### src/rtl/bcd_countdown_timer_pkg.sv
// Shared types and constants for the MM:SS BCD countdown timer.
// Imported by the interface users and the digit/top modules.
package bcd_countdown_timer_pkg;

    typedef enum logic [1:0] {
        TMR_IDLE    = 2'd0,
        TMR_RUN     = 2'd1,
        TMR_PAUSE   = 2'd2,
        TMR_EXPIRED = 2'd3
    } tmr_state_e;

    localparam logic [3:0] BCD_ZERO = 4'h0;
    localparam logic [3:0] BCD_NINE = 4'h9;
    localparam logic [3:0] BCD_FIVE = 4'h5;

    function automatic logic is_bcd(input logic [3:0] d);
        return d <= BCD_NINE;
    endfunction

endpackage

### src/rtl/bcd_countdown_timer_if.sv
// Control, load and display bundle of the countdown timer.
// The master drives requests and load digits; the slave (timer) drives the display and status.
interface bcd_countdown_timer_if;

    logic       tick;
    logic       load;
    logic [3:0] ld_min_tens;
    logic [3:0] ld_min_units;
    logic [3:0] ld_sec_tens;
    logic [3:0] ld_sec_units;
    logic       start;
    logic       pause;

    logic [3:0] min_tens;
    logic [3:0] min_units;
    logic [3:0] sec_tens;
    logic [3:0] sec_units;
    logic       running;
    logic       expired;
    logic       done;
    logic       load_err;

    modport master (
        output tick, load, ld_min_tens, ld_min_units, ld_sec_tens, ld_sec_units, start, pause,
        input  min_tens, min_units, sec_tens, sec_units, running, expired, done, load_err
    );

    modport slave (
        input  tick, load, ld_min_tens, ld_min_units, ld_sec_tens, ld_sec_units, start, pause,
        output min_tens, min_units, sec_tens, sec_units, running, expired, done, load_err
    );

endinterface

### src/rtl/bcd_countdown_timer_digit.sv
// One BCD down-counting digit: loads, decrements on enable and wraps to wrap_val at zero.
// borrow_out tells the next more-significant digit to step.
module bcd_down_digit
    import bcd_countdown_timer_pkg::*;
(
    input  logic       clk,
    input  logic       rst,
    input  logic       en,
    input  logic       ld,
    input  logic [3:0] ld_val,
    input  logic [3:0] wrap_val,
    output logic [3:0] digit,
    output logic       borrow_out
);

    logic [3:0] digit_q;
    logic [3:0] digit_d;

    always_comb begin
        digit_d = digit_q;
        if (ld) begin
            digit_d = ld_val;
        end else if (en) begin
            digit_d = (digit_q == BCD_ZERO) ? wrap_val : digit_q - 4'd1;
        end
    end

    always_ff @(posedge clk) begin
        if (rst) begin
            digit_q <= BCD_ZERO;
        end else begin
            digit_q <= digit_d;
        end
    end

    assign digit      = digit_q;
    assign borrow_out = en && (digit_q == BCD_ZERO);

endmodule

### src/rtl/bcd_countdown_timer.sv
// Settable MM:SS countdown timer: control FSM and load validation over four cascaded BCD digits.
// Emits a one-cycle done pulse on reaching 00:00 and holds there until a valid load.
module bcd_countdown_timer
    import bcd_countdown_timer_pkg::*;
#(
    parameter int unsigned MIN_TENS_MAX = 9
) (
    input  logic                  clk,
    input  logic                  rst,
    bcd_countdown_timer_if.slave  tmr
);

    localparam logic [3:0] MT_MAX = 4'(MIN_TENS_MAX);

    tmr_state_e state_q, state_d;
    logic       done_q, done_d;
    logic       load_err_q, load_err_d;

    logic [3:0] mt_q, mu_q, st_q, su_q;
    logic       su_borrow, st_borrow, mu_borrow, mt_borrow;

    logic ld_valid, loadable, load_ok, dec, start_ok, is_zero, at_one;

    always_comb begin
        ld_valid = (tmr.ld_min_tens <= MT_MAX) && is_bcd(tmr.ld_min_units) &&
                   (tmr.ld_sec_tens <= BCD_FIVE) && is_bcd(tmr.ld_sec_units);
        loadable   = (state_q != TMR_RUN);
        load_ok    = tmr.load && loadable && ld_valid;
        load_err_d = tmr.load && loadable && !ld_valid;
        is_zero    = (mt_q == BCD_ZERO) && (mu_q == BCD_ZERO) &&
                     (st_q == BCD_ZERO) && (su_q == BCD_ZERO);
        at_one     = (mt_q == BCD_ZERO) && (mu_q == BCD_ZERO) &&
                     (st_q == BCD_ZERO) && (su_q == 4'd1);
        // pause outranks a same-cycle tick, so the digits freeze on the pause edge
        dec        = (state_q == TMR_RUN) && tmr.tick && !tmr.pause;
        // any load request (even a rejected one) swallows a same-cycle start
        start_ok   = tmr.start && !tmr.pause && !tmr.load && !is_zero &&
                     ((state_q == TMR_IDLE) || (state_q == TMR_PAUSE));

        state_d = state_q;
        done_d  = 1'b0;
        unique case (state_q)
            TMR_IDLE, TMR_PAUSE: begin
                if (start_ok) state_d = TMR_RUN;
            end
            TMR_RUN: begin
                if (tmr.pause) begin
                    state_d = TMR_PAUSE;
                end else if (dec && at_one) begin
                    state_d = TMR_EXPIRED;
                    done_d  = 1'b1;
                end
            end
            TMR_EXPIRED: begin
                if (load_ok) state_d = TMR_IDLE;
            end
            default: state_d = TMR_IDLE;
        endcase
    end

    always_ff @(posedge clk) begin
        if (rst) begin
            state_q    <= TMR_IDLE;
            done_q     <= 1'b0;
            load_err_q <= 1'b0;
        end else begin
            state_q    <= state_d;
            done_q     <= done_d;
            load_err_q <= load_err_d;
        end
    end

    bcd_down_digit u_sec_units (
        .clk(clk), .rst(rst), .en(dec), .ld(load_ok),
        .ld_val(tmr.ld_sec_units), .wrap_val(BCD_NINE),
        .digit(su_q), .borrow_out(su_borrow)
    );

    bcd_down_digit u_sec_tens (
        .clk(clk), .rst(rst), .en(su_borrow), .ld(load_ok),
        .ld_val(tmr.ld_sec_tens), .wrap_val(BCD_FIVE),
        .digit(st_q), .borrow_out(st_borrow)
    );

    bcd_down_digit u_min_units (
        .clk(clk), .rst(rst), .en(st_borrow), .ld(load_ok),
        .ld_val(tmr.ld_min_units), .wrap_val(BCD_NINE),
        .digit(mu_q), .borrow_out(mu_borrow)
    );

    bcd_down_digit u_min_tens (
        .clk(clk), .rst(rst), .en(mu_borrow), .ld(load_ok),
        .ld_val(tmr.ld_min_tens), .wrap_val(BCD_ZERO),
        .digit(mt_q), .borrow_out(mt_borrow)
    );

    // RUN is never entered at 00:00, so the top digit can never be asked to borrow
    always_ff @(posedge clk) begin
        if (!rst) begin
            assert (!mt_borrow);
        end
    end

    assign tmr.min_tens  = mt_q;
    assign tmr.min_units = mu_q;
    assign tmr.sec_tens  = st_q;
    assign tmr.sec_units = su_q;
    assign tmr.running   = (state_q == TMR_RUN);
    assign tmr.expired   = (state_q == TMR_EXPIRED);
    assign tmr.done      = done_q;
    assign tmr.load_err  = load_err_q;

endmodule

### src/flat_wrapper.sv
// flat-port wrapper written by rule: the top's interface ports become plain ports
module bcd_countdown_timer_flat import bcd_countdown_timer_pkg::*;
#(
    parameter int unsigned MIN_TENS_MAX = 9
)
  (clk, rst, tmr_tick, tmr_load, tmr_ld_min_tens, tmr_ld_min_units, tmr_ld_sec_tens, tmr_ld_sec_units, tmr_start, tmr_pause, tmr_min_tens, tmr_min_units, tmr_sec_tens, tmr_sec_units, tmr_running, tmr_expired, tmr_done, tmr_load_err);
  bcd_countdown_timer_if tmr_i ();
  input  logic clk;
  input  logic rst;
  input wire logic [$bits(tmr_i.tick)-1:0] tmr_tick;
  input wire logic [$bits(tmr_i.load)-1:0] tmr_load;
  input wire logic [$bits(tmr_i.ld_min_tens)-1:0] tmr_ld_min_tens;
  input wire logic [$bits(tmr_i.ld_min_units)-1:0] tmr_ld_min_units;
  input wire logic [$bits(tmr_i.ld_sec_tens)-1:0] tmr_ld_sec_tens;
  input wire logic [$bits(tmr_i.ld_sec_units)-1:0] tmr_ld_sec_units;
  input wire logic [$bits(tmr_i.start)-1:0] tmr_start;
  input wire logic [$bits(tmr_i.pause)-1:0] tmr_pause;
  output wire logic [$bits(tmr_i.min_tens)-1:0] tmr_min_tens;
  output wire logic [$bits(tmr_i.min_units)-1:0] tmr_min_units;
  output wire logic [$bits(tmr_i.sec_tens)-1:0] tmr_sec_tens;
  output wire logic [$bits(tmr_i.sec_units)-1:0] tmr_sec_units;
  output wire logic [$bits(tmr_i.running)-1:0] tmr_running;
  output wire logic [$bits(tmr_i.expired)-1:0] tmr_expired;
  output wire logic [$bits(tmr_i.done)-1:0] tmr_done;
  output wire logic [$bits(tmr_i.load_err)-1:0] tmr_load_err;
  assign tmr_i.tick = tmr_tick;
  assign tmr_i.load = tmr_load;
  assign tmr_i.ld_min_tens = tmr_ld_min_tens;
  assign tmr_i.ld_min_units = tmr_ld_min_units;
  assign tmr_i.ld_sec_tens = tmr_ld_sec_tens;
  assign tmr_i.ld_sec_units = tmr_ld_sec_units;
  assign tmr_i.start = tmr_start;
  assign tmr_i.pause = tmr_pause;
  assign tmr_min_tens = tmr_i.min_tens;
  assign tmr_min_units = tmr_i.min_units;
  assign tmr_sec_tens = tmr_i.sec_tens;
  assign tmr_sec_units = tmr_i.sec_units;
  assign tmr_running = tmr_i.running;
  assign tmr_expired = tmr_i.expired;
  assign tmr_done = tmr_i.done;
  assign tmr_load_err = tmr_i.load_err;
  bcd_countdown_timer #(.MIN_TENS_MAX(MIN_TENS_MAX)) u_core (.clk(clk), .rst(rst), .tmr(tmr_i));
endmodule
### config.mk
export PLATFORM = sky130hd
export DESIGN_NAME = bcd_countdown_timer_flat
export DESIGN_NICKNAME = d
export VERILOG_FILES = /design/src/rtl/bcd_countdown_timer_pkg.sv /design/src/rtl/bcd_countdown_timer_if.sv /design/src/rtl/bcd_countdown_timer_digit.sv /design/src/rtl/bcd_countdown_timer.sv /design/src/flat_wrapper.sv
export SDC_FILE = /design/constraint.sdc
export NUM_CORES = 1
export LEC_CHECK = 0
export CAP_MARGIN = 20
export CORE_ASPECT_RATIO = 1.4
export CORE_UTILIZATION = 35
export CTS_CLUSTER_SIZE = 28
export DETAILED_ROUTE_END_ITERATION = 7
export HOLD_SLACK_MARGIN = 0.12
export PLACE_DENSITY = 0.76
export SKIP_CTS_REPAIR_TIMING = 1
export SLEW_MARGIN = 15
export SYNTH_ARGS = -nofsm -noshare
export SYNTH_HDL_FRONTEND = slang
export SYNTH_SLANG_ARGS = --single-unit
### constraint.sdc
create_clock -name clk -period 3.7 [get_ports clk]
set_input_delay 0.37 -clock clk [delete_from_list [all_inputs] [get_ports clk]]
set_output_delay 0.37 -clock clk [all_outputs]
set_load 0.1 [all_outputs]
==> results.sh <==
export IMPL_gp_congestion=0.875
export IMPL_grtUsageTotal_pct=20.0
export IMPL_min_period_ps=2400
export IMPL_final_nets=202
export IMPL_grt_pass1_wl_mm=5.54
export IMPL_cts_root_buf="clkbuf_8"
export IMPL_multi_input_area_sq_um=694
export IMPL_synth_top_area_share_pct=34.8
export IMPL_cp_end_kind="primary output"
export IMPL_peakVddDrop_mv=0.165
export IMPL_grt_start_max_net_pins=15
export IMPL_htree_num_levels=1
export IMPL_cp_slowest_cell="clkdlybuf4s50_1"
export IMPL_finalCritPeriodShare_pct=65.0
export IMPL_max_freq_mhz=416
export IMPL_yosys_area_top_type="dfxtp_1"
export IMPL_grtUsageMet1_pct=24.6
export IMPL_cts_tree="done"
export IMPL_rsz0062_at_grt="false"
export IMPL_cp_cell_sequence="nand2b_1 -> inv_1 -> clkdlybuf4s50_1"
export IMPL_hold_path_class="flop to flop"
export IMPL_critPathRequiredTime_ps=3330
export IMPL_postRouteAntennaNets=0
export IMPL_fp_dieW_um=50.5
export IMPL_finalSetupViolCount=0
export IMPL_hold_viol=0
export IMPL_grt_use_met3_pct=1.96
export IMPL_drive_above_1_share_pct=5.06
export IMPL_num_antenna_cells=0
export IMPL_cts_buffer_depth=2
export IMPL_fp_dieH_um=69.9
export IMPL_syn_avg_cell_area_sq_um=8.22
export IMPL_cts_made_buffers=3
export IMPL_clock_sinks=20
export IMPL_drc=0
export IMPL_start_kind="flop"
export IMPL_worstSetupPathType="flop to primary output"
export IMPL_yosysSeqAreaShare_pct=34.8
export IMPL_insertion_delay_ps=250
export IMPL_ff_latch_area_sq_um=400
export IMPL_skew_ps=2.45
export IMPL_leakage_nw=0.555
export IMPL_worst_ep_arrival_time_ps=2030
export IMPL_critPathMaxStageDelay_ps=1140
export IMPL_initial_core_util_pct=36.9
export IMPL_clk_pin_slew_ps=70
export IMPL_dpl_cell_area_sq_um=1590
export IMPL_wl_per_cell_um=15.8
export IMPL_gr_total_overflow=0
export IMPL_core_area_sq_um=3120
export IMPL_drt_wl_total_mm=3.43
export IMPL_drt_first_iter_violations=64
export IMPL_ioPinCount=42
export IMPL_synth_cells=140
export IMPL_firstDrtPassIters=4
export IMPL_ys_ff_latch=20
export IMPL_relSlewSlack_pct=34.3
export IMPL_viasPerCell=6.03
export IMPL_fin_hold_ws_ps=555
export IMPL_die_area_sq_um=3530
export IMPL_design_area_sq_um=1630
export IMPL_syn_area_sq_um=1150
export IMPL_drv_cap=0
export IMPL_routed_via_count=1308
export IMPL_tns_ps=0
export IMPL_fillers=316
export IMPL_hpwl_mm=2.63
export IMPL_grt_pass1_vias=1239
export IMPL_synthTopCellsByArea="dfxtp_1 35%, nand2_1 5.2%, a311oi_1 4.6%, o31ai_1 3.9%, nor4_4 3.7%"
export IMPL_crit_path_max_fanout=7
export IMPL_use_met2_pct=36.0
export IMPL_io_buffer_count=41
export IMPL_tightest_slew_ps=982
export IMPL_p_per_area_nw_per_um2=316
export IMPL_worst_path_buf_inv=2
export IMPL_slew_violations=0
export IMPL_grt_antenna_before_repair=0
export IMPL_synth_nets=162
export IMPL_area_growth_syn_to_layout_pct=41.5
export IMPL_ys_types=41
export IMPL_cp_top_family="buffers and inverters"
export IMPL_status="finished, final reports clean"
export IMPL_row_count=24
export IMPL_grt_busiest_layer="met2"
export IMPL_yosysWarnings=0
-- placed cells by master (no fill, tap or decap), types with 2 or more instances in the layout --
cell type        netlist  final
nand3_1                4      4
clkdlybuf4s50_1        0     41
clkbuf_8               0      3
xor2_1                 2      2
mux2i_1                2      2
nor2_1                 6      6
o21ai_0                8      8
nor4_1                 4      4
a311oi_1               6      6
o211ai_1               2      2
nand4_1                3      3
a21oi_1                4      4
nor4_4                 2      2
and2_1                 2      2
nand4_2                2      2
nand2_1               16     16
o31ai_1                6      6
inv_1                  7      7
o21ai_1                2      2
o22ai_1                3      3
or3_1                  4      4
nor3_1                 8      8
dfxtp_1               20     20
a31oi_1                4      4
-- kinds of logic after synthesis --
family                    share of synthesized area (%)
xor gates and xnor gates                           2.28
muxes                                              1.74
buffers and inverters                              4.89
DFF                                                34.8
AOI/OAI and AO/OA                                  26.0
and+or+nand+nor                                    30.3
-- worst paths after layout --
kind                                             from                                  endpoint  slack, ps  cells past startpoint
max                    u_core.state_q[1]$_SDFFE_PP0P_                               tmr_running       1300                      3
min          u_core.u_min_units.digit[1]$_SDFFE_PP0P_  u_core.u_min_units.digit[1]$_SDFFE_PP0P_        550                      2
max reg2reg  u_core.u_sec_units.digit[3]$_SDFFE_PP0P_  u_core.u_min_units.digit[3]$_SDFFE_PP0P_       1950                      4
min reg2reg  u_core.u_min_units.digit[1]$_SDFFE_PP0P_  u_core.u_min_units.digit[1]$_SDFFE_PP0P_        550                      2
-- registers in the layout, indices dropped and copies added (netlist names) --
register and flops:
u_core.u_min_units.digit 4, u_core.tmr.load_err 1, u_core.u_sec_units.digit 4, u_core.u_sec_tens.digit 4
u_core.tmr.done 1, u_core.u_min_tens.digit 4, u_core.state_q 2
-- metrics by stage --
step / instances / util (%) / total power [mW] / setup WS [ps]
2_1_floorplan: 140 / - / 0.328 / 1710
3_3_place_gp: 214 / 50.8 / 0.377 / 1550
3_5_place_dp: 214 / 50.8 / 0.379 / 1400
4_1_cts: 217 / 52.2 / 0.516 / 1300
5_1_grt: 217 / 52.2 / 0.533 / 1220
6_report: 217 / 52.2 / 0.515 / 1300
-- report_power, final --
| group | switching, mW | internal (mW) | total, mW |
|---|---|---|---|
| Sequential | 0.0119 | 0.222 | 0.234 |
| Combinational | 0.0924 | 0.0489 | 0.141 |
| Clock | 0.0674 | 0.0724 | 0.140 |
| Total | 0.172 | 0.344 | 0.515 |
-- metal layers --
layer  share of wire (%)  vias to the layer above  wire length [um]
li1                    -                      622                 -
met1                  41                      599              1400
met2                  50                       80              1720
met3                 7.8                        7               269
met4                 1.2                        0                42
met5                   0                        -                 0
-- synth_stat cells --
library cell / number
nand4bb_1: 1
nor4_1: 4
a311oi_1: 6
dfxtp_1: 20
inv_1: 7
o21ai_0: 8
o22ai_1: 3
or2_2: 1
a31oi_1: 4
nor4_4: 2
xor2_1: 2
and4_1: 1
o211ai_1: 2
clkbuf_1: 5
buf_1: 1
or3b_1: 1
xnor2_1: 1
or2_0: 1
a32o_1: 1
nor2_1: 6
o211a_1: 1
or3_1: 4
nand3_1: 4
a21oi_1: 4
nor3_1: 8
nand2b_1: 1
nand2_1: 16
nand4_1: 3
nand4_2: 2
buf_4: 1
o31ai_1: 6
o2bb2ai_1: 1
o41ai_1: 1
o2111a_1: 1
o21ai_1: 2
mux2i_1: 2
o2111ai_1: 1
and2_1: 2
o21bai_1: 1
a21o_1: 1
nor4bb_1: 1
-- area by class of cell --
cell class / instances / area share (%)
Multi-Input combinational cell: 106 / 42.6
Timing Repair Buffer: 42 / 25.7
Sequential cell: 20 / 24.6
Tap cell: 39 / 3.00
Clock buffer: 3 / 2.53
Inverter: 7 / 1.61
-- tightest hold or removal path, delay by kind of cell (launching register included) --
| family | cells | cell delay (ps) |
|---|---|---|
| flops | 1 | 340 |
| compound gates | 2 | 150 |
(Power assumes the default switching activity.)
